File: config.mk
export PLATFORM = sky130hd
export DESIGN_NAME = a2d_intf
export DESIGN_NICKNAME = d
export VERILOG_FILES = /design/src/rtl/a2d_pkg.sv /design/src/rtl/spi_mstr16.sv /design/src/rtl/a2d_intf.sv
export SDC_FILE = /design/constraint.sdc
export NUM_CORES = 1
export LEC_CHECK = 0
export CAP_MARGIN = 15
export CORE_MARGIN = 3
export CORE_UTILIZATION = 50
export DETAILED_ROUTE_END_ITERATION = 10
export DONT_BUFFER_PORTS = 1
export GPL_TIMING_DRIVEN = 0
export SLEW_MARGIN = 20
export SYNTH_ARGS = -nofsm -noshare
export SYNTH_HDL_FRONTEND = slang
export SYNTH_HIERARCHICAL = 1
export SYNTH_SLANG_ARGS = --single-unit
File: constraint.sdc
create_clock -name clk -period 3.55 [get_ports clk]
set_input_delay 0.5325 -clock clk [delete_from_list [all_inputs] [get_ports clk]]
set_output_delay 0.5325 -clock clk [all_outputs]
set_load 0.02 [all_outputs]
File: src/rtl/a2d_pkg.sv
// Shared definitions for the A2D conversion interface: sequencer states,
// SCLK divider landmarks and the ADC command word format.
package a2d_pkg;

  // Conversion sequencer states
  typedef enum logic [1:0] {
    IDLE   = 2'd0,
    FRAME1 = 2'd1,
    DEAD   = 2'd2,
    FRAME2 = 2'd3
  } a2d_state_t;

  // Divider value loaded at frame start; 9 clk to the first SCLK fall
  localparam logic [4:0] SCLK_PRESET = 5'b10111;
  // Divider value in the cycle before SCLK rises (MISO capture point)
  localparam logic [4:0] SMPL_PT     = 5'b01111;
  // Divider value in the cycle before SCLK falls (shift point)
  localparam logic [4:0] SHFT_PT     = 5'b11111;
  // Bits per SPI frame
  localparam int         FRAME_BITS  = 16;

  // ADC command: channel address sits in bits [13:11], everything else zero
  function automatic logic [15:0] cmd_word(input logic [2:0] ch);
    return {2'b00, ch, 11'h000};
  endfunction

endpackage

File: src/rtl/spi_mstr16.sv
// Single 16-bit SPI master frame engine. SCLK idles high, data leaves on
// SCLK falls and MISO is captured on SCLK rises. A start pulse loads the
// outgoing word and presets the divider; done pulses for one cycle once the
// sixteenth bit has been shifted in and SS_n has returned high.
module spi_mstr16
  import a2d_pkg::*;
#(
  parameter int DIV_W = 5
) (
  input  logic        clk,
  input  logic        rst_n,
  input  logic        start,
  input  logic [15:0] cmd,
  input  logic        MISO,
  output logic        SS_n,
  output logic        SCLK,
  output logic        MOSI,
  output logic        done,
  output logic [15:0] rx
);

  localparam logic [DIV_W-1:0] PRESET   = DIV_W'(SCLK_PRESET);
  localparam logic [DIV_W-1:0] SMPL_LOC = DIV_W'(SMPL_PT);
  localparam logic [DIV_W-1:0] SHFT_LOC = DIV_W'(SHFT_PT);
  localparam logic [4:0]       LAST_CNT = 5'(FRAME_BITS - 1);

  logic             busy;
  logic [DIV_W-1:0] div;
  logic             miso_smpl;
  logic             smpl_seen;
  logic [15:0]      shft;
  logic [4:0]       shft_cnt;
  logic             smpl_now;
  logic             shft_now;
  logic             last_shft;

  // The porch fall (divider's first pass through SHFT_LOC) happens before any
  // bit was captured, so shifting waits until the first sample exists.
  assign smpl_now  = busy && (div == SMPL_LOC);
  assign shft_now  = busy && smpl_seen && (div == SHFT_LOC);
  assign last_shft = shft_now && (shft_cnt == LAST_CNT);

  // Divider runs during a frame and parks on its last count so SCLK ends high
  always_ff @(posedge clk or negedge rst_n) begin
    if (!rst_n) begin
      div <= '0;
    end else if (start) begin
      div <= PRESET;
    end else if (busy && !last_shft) begin
      div <= div + 1'b1;
    end
  end

  // Frame control: busy spans SS_n low, done follows the final shift by one cycle
  always_ff @(posedge clk or negedge rst_n) begin
    if (!rst_n) begin
      busy <= 1'b0;
      done <= 1'b0;
    end else begin
      done <= last_shft;
      if (start) begin
        busy <= 1'b1;
      end else if (last_shft) begin
        busy <= 1'b0;
      end
    end
  end

  // MISO capture at the SCLK rise; the first capture arms the shifter
  always_ff @(posedge clk or negedge rst_n) begin
    if (!rst_n) begin
      miso_smpl <= 1'b0;
      smpl_seen <= 1'b0;
    end else if (start) begin
      smpl_seen <= 1'b0;
    end else if (smpl_now) begin
      miso_smpl <= MISO;
      smpl_seen <= 1'b1;
    end
  end

  // Shift register and bit counter, advanced at each post-porch SCLK fall
  always_ff @(posedge clk or negedge rst_n) begin
    if (!rst_n) begin
      shft     <= 16'h0000;
      shft_cnt <= 5'd0;
    end else if (start) begin
      shft     <= cmd;
      shft_cnt <= 5'd0;
    end else if (shft_now) begin
      shft     <= {shft[14:0], miso_smpl};
      shft_cnt <= shft_cnt + 5'd1;
    end
  end

  assign SS_n = ~busy;
  assign SCLK = busy ? div[DIV_W-1] : 1'b1;
  assign MOSI = shft[15];
  assign rx   = shft;

endmodule

File: src/rtl/a2d_intf.sv
// A2D conversion interface. A strt_cnv request from IDLE runs two SPI frames
// to the converter separated by a dead time: the first frame addresses the
// channel, the second repeats the address and returns the 12-bit result.
module a2d_intf
  import a2d_pkg::*;
#(
  parameter int DIV_W    = 5,
  parameter int DEAD_CYC = 32
) (
  input  logic        clk,
  input  logic        rst_n,
  input  logic        strt_cnv,
  input  logic [2:0]  chnnl,
  input  logic        MISO,
  output logic        cnv_cmplt,
  output logic [11:0] res,
  output logic        SS_n,
  output logic        SCLK,
  output logic        MOSI
);

  localparam int DC_W = $clog2(DEAD_CYC + 1);

  a2d_state_t      state;
  logic [2:0]      chnnl_q;
  logic [DC_W-1:0] dead_cnt;
  logic            strt_acc;
  logic            dead_done;
  logic            eng_start;
  logic            eng_done;
  logic [15:0]     eng_cmd;
  logic [15:0]     eng_rx;
  logic            unused_rx_hi;

  // Requests outside IDLE are dropped here, so nothing downstream sees them
  assign strt_acc  = (state == IDLE) && strt_cnv;
  assign dead_done = (state == DEAD) && (dead_cnt == DC_W'(DEAD_CYC - 1));
  assign eng_start = strt_acc || dead_done;

  // On the accepting edge the latch is not loaded yet, so take chnnl directly
  assign eng_cmd = cmd_word(strt_acc ? chnnl : chnnl_q);

  // The converter pads the top nibble with zeros; it carries no information
  assign unused_rx_hi = ^eng_rx[15:12];

  spi_mstr16 #(
    .DIV_W (DIV_W)
  ) u_spi (
    .clk   (clk),
    .rst_n (rst_n),
    .start (eng_start),
    .cmd   (eng_cmd),
    .MISO  (MISO),
    .SS_n  (SS_n),
    .SCLK  (SCLK),
    .MOSI  (MOSI),
    .done  (eng_done),
    .rx    (eng_rx)
  );

  // Conversion sequencer: address frame, dead time, result frame
  always_ff @(posedge clk or negedge rst_n) begin
    if (!rst_n) begin
      state <= IDLE;
    end else begin
      case (state)
        IDLE:    if (strt_cnv)  state <= FRAME1;
        FRAME1:  if (eng_done)  state <= DEAD;
        DEAD:    if (dead_done) state <= FRAME2;
        FRAME2:  if (eng_done)  state <= IDLE;
        default:                state <= IDLE;
      endcase
    end
  end

  // Dead-time counter, cleared whenever the sequencer is elsewhere
  always_ff @(posedge clk or negedge rst_n) begin
    if (!rst_n) begin
      dead_cnt <= '0;
    end else if (state != DEAD) begin
      dead_cnt <= '0;
    end else begin
      dead_cnt <= dead_cnt + 1'b1;
    end
  end

  // Channel latch, loaded only by an accepted request
  always_ff @(posedge clk or negedge rst_n) begin
    if (!rst_n) begin
      chnnl_q <= 3'd0;
    end else if (strt_acc) begin
      chnnl_q <= chnnl;
    end
  end

  // Result and completion flag: cleared on acceptance, set when frame 2 ends
  always_ff @(posedge clk or negedge rst_n) begin
    if (!rst_n) begin
      cnv_cmplt <= 1'b0;
      res       <= 12'h000;
    end else if (strt_acc) begin
      cnv_cmplt <= 1'b0;
    end else if ((state == FRAME2) && eng_done) begin
      cnv_cmplt <= 1'b1;
      res       <= eng_rx[11:0];
    end
  end

endmodule
==> results of run 1 <==
## through the flow
stage	worst slack, ns	instance area [um^2]	instances	power [mW]
after global routing	1.18	2810	310	1.12
after detailed placement	1.34	2670	301	0.656
after floorplan	1.79	2580	234	0.652
after CTS	1.31	2810	310	1.08
final	1.31	2810	310	1.07
after global placement	1.44	2670	301	0.655
## where the power goes
group	total [mW]	switching (mW)	internal, mW
Clock	0.416	0.204	0.212
Combinational	0.0280	0.0169	0.0112
Sequential	0.630	0.00711	0.623
## path summary, 6_finish.rpt
check,from,end,depth (start not counted)
worst max-delay path,state[0]$_DFFE_PN0P_,u_spi/rx[3]$_DFFE_PN0P_,8
worst min-delay path,rst_n,cnv_cmplt$_DFFE_PN0P_,1
worst max register to register,state[0]$_DFFE_PN0P_,u_spi/rx[3]$_DFFE_PN0P_,8
worst min register to register,dead_cnt[0]$_DFF_PN0_,dead_cnt[0]$_DFF_PN0_,1
max in group asynchronous,rst_n,u_spi/rx[9]$_DFFE_PN0P_,1
min in group clk,strt_cnv,cnv_cmplt$_DFFE_PN0P_,1
## metal layers
metal  global-route usage (%)  vias up
met1                     23.4      839
met4                     5.34        0
met3                     4.23        5
met5                        0        -
met2                     29.8       22
li1                         -      809
## cells in the final DEF, fill, tap and decap left out, drive strengths merged
cell	instances
ha	11
and4	1
a2bb2oi	16
clkbuf	10
o211ai	2
nor2b	1
o21ba	1
and2b	1
xor2	2
nor4	1
o21ai	8
a31oi	1
nand3	7
bufinv	1
o21bai	1
clkinv	1
a211oi	2
or2b	1
inv	8
or3	4
a211o	2
nand2	24
xnor2	3
mux2	16
conb	13
a21oi	25
dfrtp	54
nor2	8
buf	6
and3	8
nand4	2
and2	2
## state kept, by name, indices dropped and copies added (netlist names)
signal,count
u_spi/smpl_seen,1
u_spi/div,5
u_spi/miso_smpl,1
u_spi/busy,1
u_spi/shft_cnt,5
res,12
u_spi/done,1
chnnl_q,3
state,2
u_spi/rx,16
dead_cnt,6
cnv_cmplt,1
## layout make-up
class,instances,area [um^2]
fillers,421,2010
flip-flops and latches,54,1350
multi-input cells,163,1140
well taps,67,83.8
clock buffers,5,68.8
plain buffers,10,66.3
clock inverters,3,43.8
repair buffers,1,27.5
inverters,7,26.3
==> impl_summary.md, run 1 <==
Route
The highest metal layer carrying signal wires in the routed design is met4. For this run, design rule violations remaining after detail routing come to 0. The detail route stage leaves a number of antenna-violating nets equal to 0. Summing over every cut layer, the via total after detailed routing is 1675. The first-pass iteration count of the detailed router is 4.

The routed wire length is ~4.7 mm. For this block, the initial DRC count from the detailed router was 93. The length of routed met2 wiring is roughly 2.3 mm. The average wire length per cell after detail routing is roughly 15 um. After detailed routing, the met3 layer carries approximately 150 um of wire. The via-per-instance ratio is 5.40.

The wire length the detailed router placed on met1 is 2.20 mm.

Final layout
Cells with a size suffix above 1 make up roughly 14% of the layout. The number of antenna diodes in the final layout is 0. Compared with the post-synthesis result, the final layout area differs by 10.6%. Measured on the finished design, the core utilization comes to around three fifths. After the last flow step, the layout net total stands at between 200 and 300.

Timing
The final number of hold-violating endpoints is 0. After layout, the worst path uses between 60% and 70% of the clock period. The max-slew violation count is 0. The final hold slack is around 0.071 ns. The number of failing setup endpoints in the final timing report is 0. Setup repair after global routing left no endpoint under its margin. At the pin with the least slew margin, the transition time is 0.552 ns. The final worst clock skew is around 0.014 ns. In this run the tightest slew margin relative to its limit is a little over three fifths.

The maximum clock rate is 0.447 GHz. The minimum clock period after layout is 2.24 ns. The post-route setup TNS is 0 ns.

Status
The flow ran to the end, and the final reports show no timing, DRC or antenna violations.

Clock tree
The clock latency on the worst-skew pair is between 0.3 and 0.4 ns. The number of setup buffers added after CTS is 0. The number of CTS-inserted buffers is 5. The clock-pin slew on the worst setup and hold paths is about 0.1 ns. The post-cts gate resize count is 0. In this run the clock root is driven by a sky130_fd_sc_hd__clkbuf_8. The TritonCTS clock tree is built. Clock tree synthesis found a total of 54 sinks. No sink is reached through more buffers than the 2 on the longest clock path. The depth of the CTS H-tree is 2. The number of hold buffers added after CTS was 1.

Critical path
Grouping stages by cell kind, the critical path spends the most delay in buffers and inverters. STA puts the critical path data required time at roughly 3.8 ns. The worst setup path is of the flop to flop kind. The arrival time of the worst setup path is 2.47 ns.

The highest net fanout along the worst path is 10. The endpoint kind of the worst setup timing path is a flop. The flop-to-flop setup slack is between 1 and 1.5 ns.

The critical path goes through inv_1, ha_1, inv_1, o21ai_0, clkbuf_1, inv_1, clkbuf_1, a2bb2oi_1. The slowest stage of the critical path belongs to the cell sky130_fd_sc_hd__clkbuf_1. The dominant cell type by count on the critical path is sky130_fd_sc_hd__inv_1. STA classifies the critical path startpoint as a flop. The number of buffers and inverters on the critical path is 5. The biggest cell delay along the critical path is roughly 0.45 ns.

Power
The leakage power is roughly 1.4 nW. IR analysis of the VDD net gives a maximum drop of between 200 and 250 uV. The total power density per cell area is between 300 and 400 mW/mm^2.

Flow run
The reported max-cap violation count is 0.

Floorplanning
For this configuration, the core starts out at a cell density of between 50% and 60%. The die covers 0.00596 mm^2. The die is 77.2 um wide.

The area of the core is between 0.004 and 0.005 mm^2. The vertical extent of the die is between 70 and 80 um. The site row count is 25. For this design the top-level I/O count stands at 23.

Placed design
The post-DP HPWL is around 3.3 mm. The placer's final routability congestion estimate is roughly 0.9. The count of buffers added on input and output ports is 0.

Synthesis
The post-synthesis instance area is around 0.0025 mm^2. The total number of yosys warnings is 6. The average instance in the mapped netlist occupies ~11 um^2. Counting every instance in the synthesized netlist gives between 200 and 250.

GRT
The first global-routing pass estimated about 8.6 mm of wire. The initial antenna violation count came to 0. Entering global routing, the biggest net connects 55 pins. The number of global-route vias before repair is ~1800. The total track usage is around 18%. The remaining global-route overflow is 0.

Min path
The path class of the tightest hold or removal check is input pin to async pin.
No activity file was read; power rests on OpenSTA's default activity.
==> inputs of run 2 (changes only) <==
--- a/config.mk
+++ b/config.mk
@@ -5,6 +5,7 @@
 export SDC_FILE = /design/constraint.sdc
 export NUM_CORES = 1
 export LEC_CHECK = 0
+export ABC_AREA = 1
 export CAP_MARGIN = 15
 export CORE_MARGIN = 3
 export CORE_UTILIZATION = 50
==> constraint.sdc (replaced) <==
create_clock -name clk -period 2.3 [get_ports clk]
set_input_delay 0.345 -clock clk [delete_from_list [all_inputs] [get_ports clk]]
set_output_delay 0.345 -clock clk [all_outputs]
set_load 0.02 [all_outputs]
==> run 2 against run 1 <==
  * Clock skew fell by 0.0012 ns
  * Combinational power increased to 36 times the previous value
  * Critical path depth up 2
  * Wire length fell by 4.8%
  * Global-route usage is 2.0 points lower
  * Largest cell class unchanged
  * Setup slack got worse by 1.0 ns
  * Hold slack better by 0.10 ns
  * Clock power grew 25%
  * Synthesized area up 6.1%
  * Count of clock-buffer cells in the layout is 1 higher
  * Core utilization fell by 1.2 points
  * Flip-flop and latch count unchanged
==> impl_summary.md, run 2 <==
Placed design
The number of buffers inserted by port buffering came to 0 (unchanged). The post-placement cell count is 372 (was 301). The post-DP HPWL was 3.20 mm (was 3.30 mm). The placer's final routability congestion estimate is 0.745 (was 0.922).

Route
The total number of vias is 1803 (was 1675). The average wire length per cell after detail routing is 11.8 um (was 15.3 um). The length of routed met2 wiring was 2.00 mm (was 2.32 mm). The remaining antenna violation count is 0 (unchanged).

The initial detailed-routing violation count came to 35 (was 93). The DRC violation count after routing is 0 (unchanged). The first-pass iteration count of the detailed router was 4 (unchanged). The via-per-instance ratio is 4.73 (was 5.40). The routed wire length is 4.51 mm (was 4.74 mm). The top routing layer in use is met4 (unchanged). The met3 wire length is 178 um (was 149 um). The wire length the detailed router placed on met1 came to 2.27 mm (was 2.20 mm).

Critical path
The biggest cell delay along the critical path is 0.43 ns (was 0.45 ns). The category of the worst setup path launch point is a flop (unchanged). The endpoint kind of the worst setup timing path is a flop (unchanged). The arrival time of the worst setup path is 2.21 ns (was 2.47 ns).

The worst setup path endpoint is u_spi/rx[6]$_DFFE_PN0P_ (was u_spi/rx[3]$_DFFE_PN0P_). The family of cells with the greatest summed delay on the critical path is buffers and inverters (unchanged). The number of logic stages on the critical path including buffering is 10 (was 8). The critical path buffer and inverter count is 5 (unchanged). The startpoint of the worst register-to-register path is state[0]$_DFFE_PN0P_ (unchanged). The worst endpoint required time was 2.49 ns (was 3.78 ns). The flop-to-flop setup slack is 0.28 ns (was 1.31 ns). The launching instance or port of the critical path is state[0]$_DFFE_PN0P_ (unchanged). The number of cell instances on the worst register-to-register path is 10 (was 8). The worst reg2reg path endpoint is u_spi/rx[6]$_DFFE_PN0P_ (was u_spi/rx[3]$_DFFE_PN0P_). The highest net fanout along the worst path came to 10 (unchanged). The library cell contributing the largest single delay on the critical path was sky130_fd_sc_hd__dfrtp_1 (was sky130_fd_sc_hd__clkbuf_1). The class of the most critical setup path is flop to flop (unchanged). Chain of cells forming the critical path: inv_1, ha_1, inv_1, o31ai_2, inv_2, nand4_4, inv_2, buf_6, nand2_1, o211ai_1 (was inv_1, ha_1, inv_1, o21ai_0, clkbuf_1, inv_1, clkbuf_1, a2bb2oi_1).

Synthesis
The post-synthesis instance area was 0.00269 mm^2 (was 0.00254 mm^2). The average footprint of a synthesized cell is 9.28 um^2 (was 11.4 um^2). The cell count after synthesis is 290 (was 222).

The total number of yosys warnings is 6 (unchanged).

Power
The worst ir drop on vdd is 415 uV (was 203 uV). The total power draw was 2.95 mW (was 1.07 mW). The total power density per cell area is 999 mW/mm^2 (was 383 mW/mm^2). The leakage power is 1.51 nW (was 1.37 nW).

Timing
The minimum clock period after layout was 2.02 ns (was 2.24 ns). The final hold slack came to 0.174 ns (was 0.0708 ns). The number of failing setup endpoints in the final timing report came to 0 (unchanged).

The max-slew violation count is 0 (unchanged). The maximum clock rate is 0.495 GHz (was 0.447 GHz). Setup repair after global routing missed its margin: no (unchanged). The portion of the clock cycle consumed by the worst path in the final layout is 87.8% (was 63.0%). The final worst clock skew is 0.0130 ns (was 0.0142 ns).

The final number of hold-violating endpoints was 0 (unchanged).

Final layout
The number of diodes added for antenna fixing is 0 (unchanged). The final instance count without filler cells is 381 (was 310). The post-layout net count is 328 (was 260). The share of post-route cells with drive strength above 1 came to 19.6% (was 14.0%). Highest-count cells in the layout ignoring fill and taps: sky130_fd_sc_hd__nand2_1 (86), sky130_fd_sc_hd__dfrtp_1 (54), sky130_fd_sc_hd__inv_1 (35), sky130_fd_sc_hd__nor2_1 (17), sky130_fd_sc_hd__conb_1 (13) (was sky130_fd_sc_hd__dfrtp_1 (54), sky130_fd_sc_hd__a21oi_1 (25), sky130_fd_sc_hd__nand2_1 (23), sky130_fd_sc_hd__a2bb2oi_1 (16), sky130_fd_sc_hd__conb_1 (13)). The synthesis-to-layout area growth is 9.58% (was 10.6%).

The flip-flop count of the largest register, all copies and words added is 16 (unchanged). The commonest non-fill, non-tap cell in the layout is sky130_fd_sc_hd__nand2_1 (was sky130_fd_sc_hd__dfrtp_1).

GRT
The total track usage is 15.9% (was 18.0%). The number of global-route vias before repair is 1727 (was 1766). The pin count of the biggest net entering global routing was 55 (unchanged).

The initial antenna violation count is 0 (unchanged). The remaining global-route overflow is 0 (unchanged). The first-pass GRT wire length is 7.85 mm (was 8.65 mm).

Clock tree
The depth of the CTS H-tree is 2 (unchanged). The TritonCTS clock tree is built (unchanged). The largest buffer count on any clock path is 2 (unchanged).

The clock-pin slew on the worst setup and hold paths is 0.10 ns (about the same). The library cell used as clock root buffer is sky130_fd_sc_hd__clkbuf_8 (unchanged). The number of setup buffers added after CTS is 0 (unchanged). The total clock sinks is 54 (unchanged). The clock latency on the worst-skew pair is 0.31 ns (about the same). The number of CTS-inserted buffers is 5 (unchanged).

Status
Outcome: completed (unchanged).

Floorplanning
The effective utilization at floorplan is 52.0% (was 52.6%). The floorplan die area came to 0.00630 mm^2 (was 0.00596 mm^2). The number of ports placed on the die boundary is 23 (unchanged). The die outline width is 79.4 um (was 77.2 um). The area of the core is 0.00517 mm^2 (was 0.00482 mm^2). The site row count is 26 (was 25). The vertical extent of the die is 79.4 um (was 77.2 um).

Min path
The path category of the worst min-delay check is input pin to flop (was input pin to async pin).

Flow run
The reported max-cap violation count came to 0 (unchanged).
[run 2: cell count changes in the layout (fill, tap and decap cells not counted), sizes merged, moves of 8 or more]
cell     previous run  this run
nand2              24       100
inv                 8        38
a21oi              25         3
a2bb2oi            16         0
mux2               16         0
nand3               7        19
nor2                8        17
o211ai              2        11
o21ai               8        17
and3                8         0
[run 2: per-layer routing]
layer	GRT usage [%]	up-vias
met5	0	-
met2	24.6	24
met1	22.0	834
met4	5.67	0
li1	-	937
met3	3.85	8
[run 2: stage by stage]
step / TNS [ns] / utilization [%] / setup slack, ns / area (um^2)
finish: 0 / 57.0 / 0.280 / 2950
global route: 0 / 57.0 / 0.117 / 2950
CTS: 0 / 56.9 / 0.169 / 2940
detailed placement: -0.0164 / 54.6 / -0.00822 / 2820
global placement: 0 / 54.6 / 0.0598 / 2820
floorplan: 0 / - / 0.459 / 2740
[run 2: worst register-to-register path, stage by stage (launching register included)]
cell and delay (ns):
sky130_fd_sc_hd__dfrtp_1 0.43, sky130_fd_sc_hd__inv_1 0.12, sky130_fd_sc_hd__ha_1 0.25, sky130_fd_sc_hd__inv_1 0.12, sky130_fd_sc_hd__o31ai_2 0.34, sky130_fd_sc_hd__inv_2 0.14
sky130_fd_sc_hd__nand4_4 0.16, sky130_fd_sc_hd__inv_2 0.06, sky130_fd_sc_hd__buf_6 0.14, sky130_fd_sc_hd__nand2_1 0.06, sky130_fd_sc_hd__o211ai_1 0.08
[run 2: worst min-delay path by stage]
stage | from | endpoint | slack [ns] | cells past startpoint
after floorplan | rst_n | chnnl_q[0]$_DFF_PN0_ | 0.05 | 0
after global placement | rst_n | state[0]$_DFFE_PN0P_ | 0.05 | 0
after detailed placement | rst_n | state[0]$_DFFE_PN0P_ | 0.05 | 0
after CTS | chnnl[2] | chnnl_q[2]$_DFF_PN0_ | 0.17 | 2
after global routing | chnnl[1] | chnnl_q[1]$_DFF_PN0_ | 0.17 | 2
final | chnnl[2] | chnnl_q[2]$_DFF_PN0_ | 0.17 | 2
[run 2: layout make-up]
cell class / instances / area (um^2)
Buffer: 7 / 66.3
Sequential cell: 54 / 1350
Multi-Input combinational cell: 202 / 1170
Inverter: 38 / 145
Clock buffer: 6 / 72.6
Timing Repair Buffer: 2 / 37.5
Tap cell: 70 / 87.6
Fill cell: 467 / 2220
Clock inverter: 2 / 13.8
[run 2: what timing repair did]
action                                  CTS  global route
hold buffers                              2             0
resized for setup                         0             1
endpoints found under the hold margin    54             0
endpoints found under the setup margin    3             1
[run 2: report_power, final]
| group | switching [mW] | internal (mW) |
|---|---|---|
| Clock | 0.304 | 0.216 |
| Sequential | 0.209 | 1.20 |
| Combinational | 0.611 | 0.407 |
| Total | 1.12 | 1.82 |
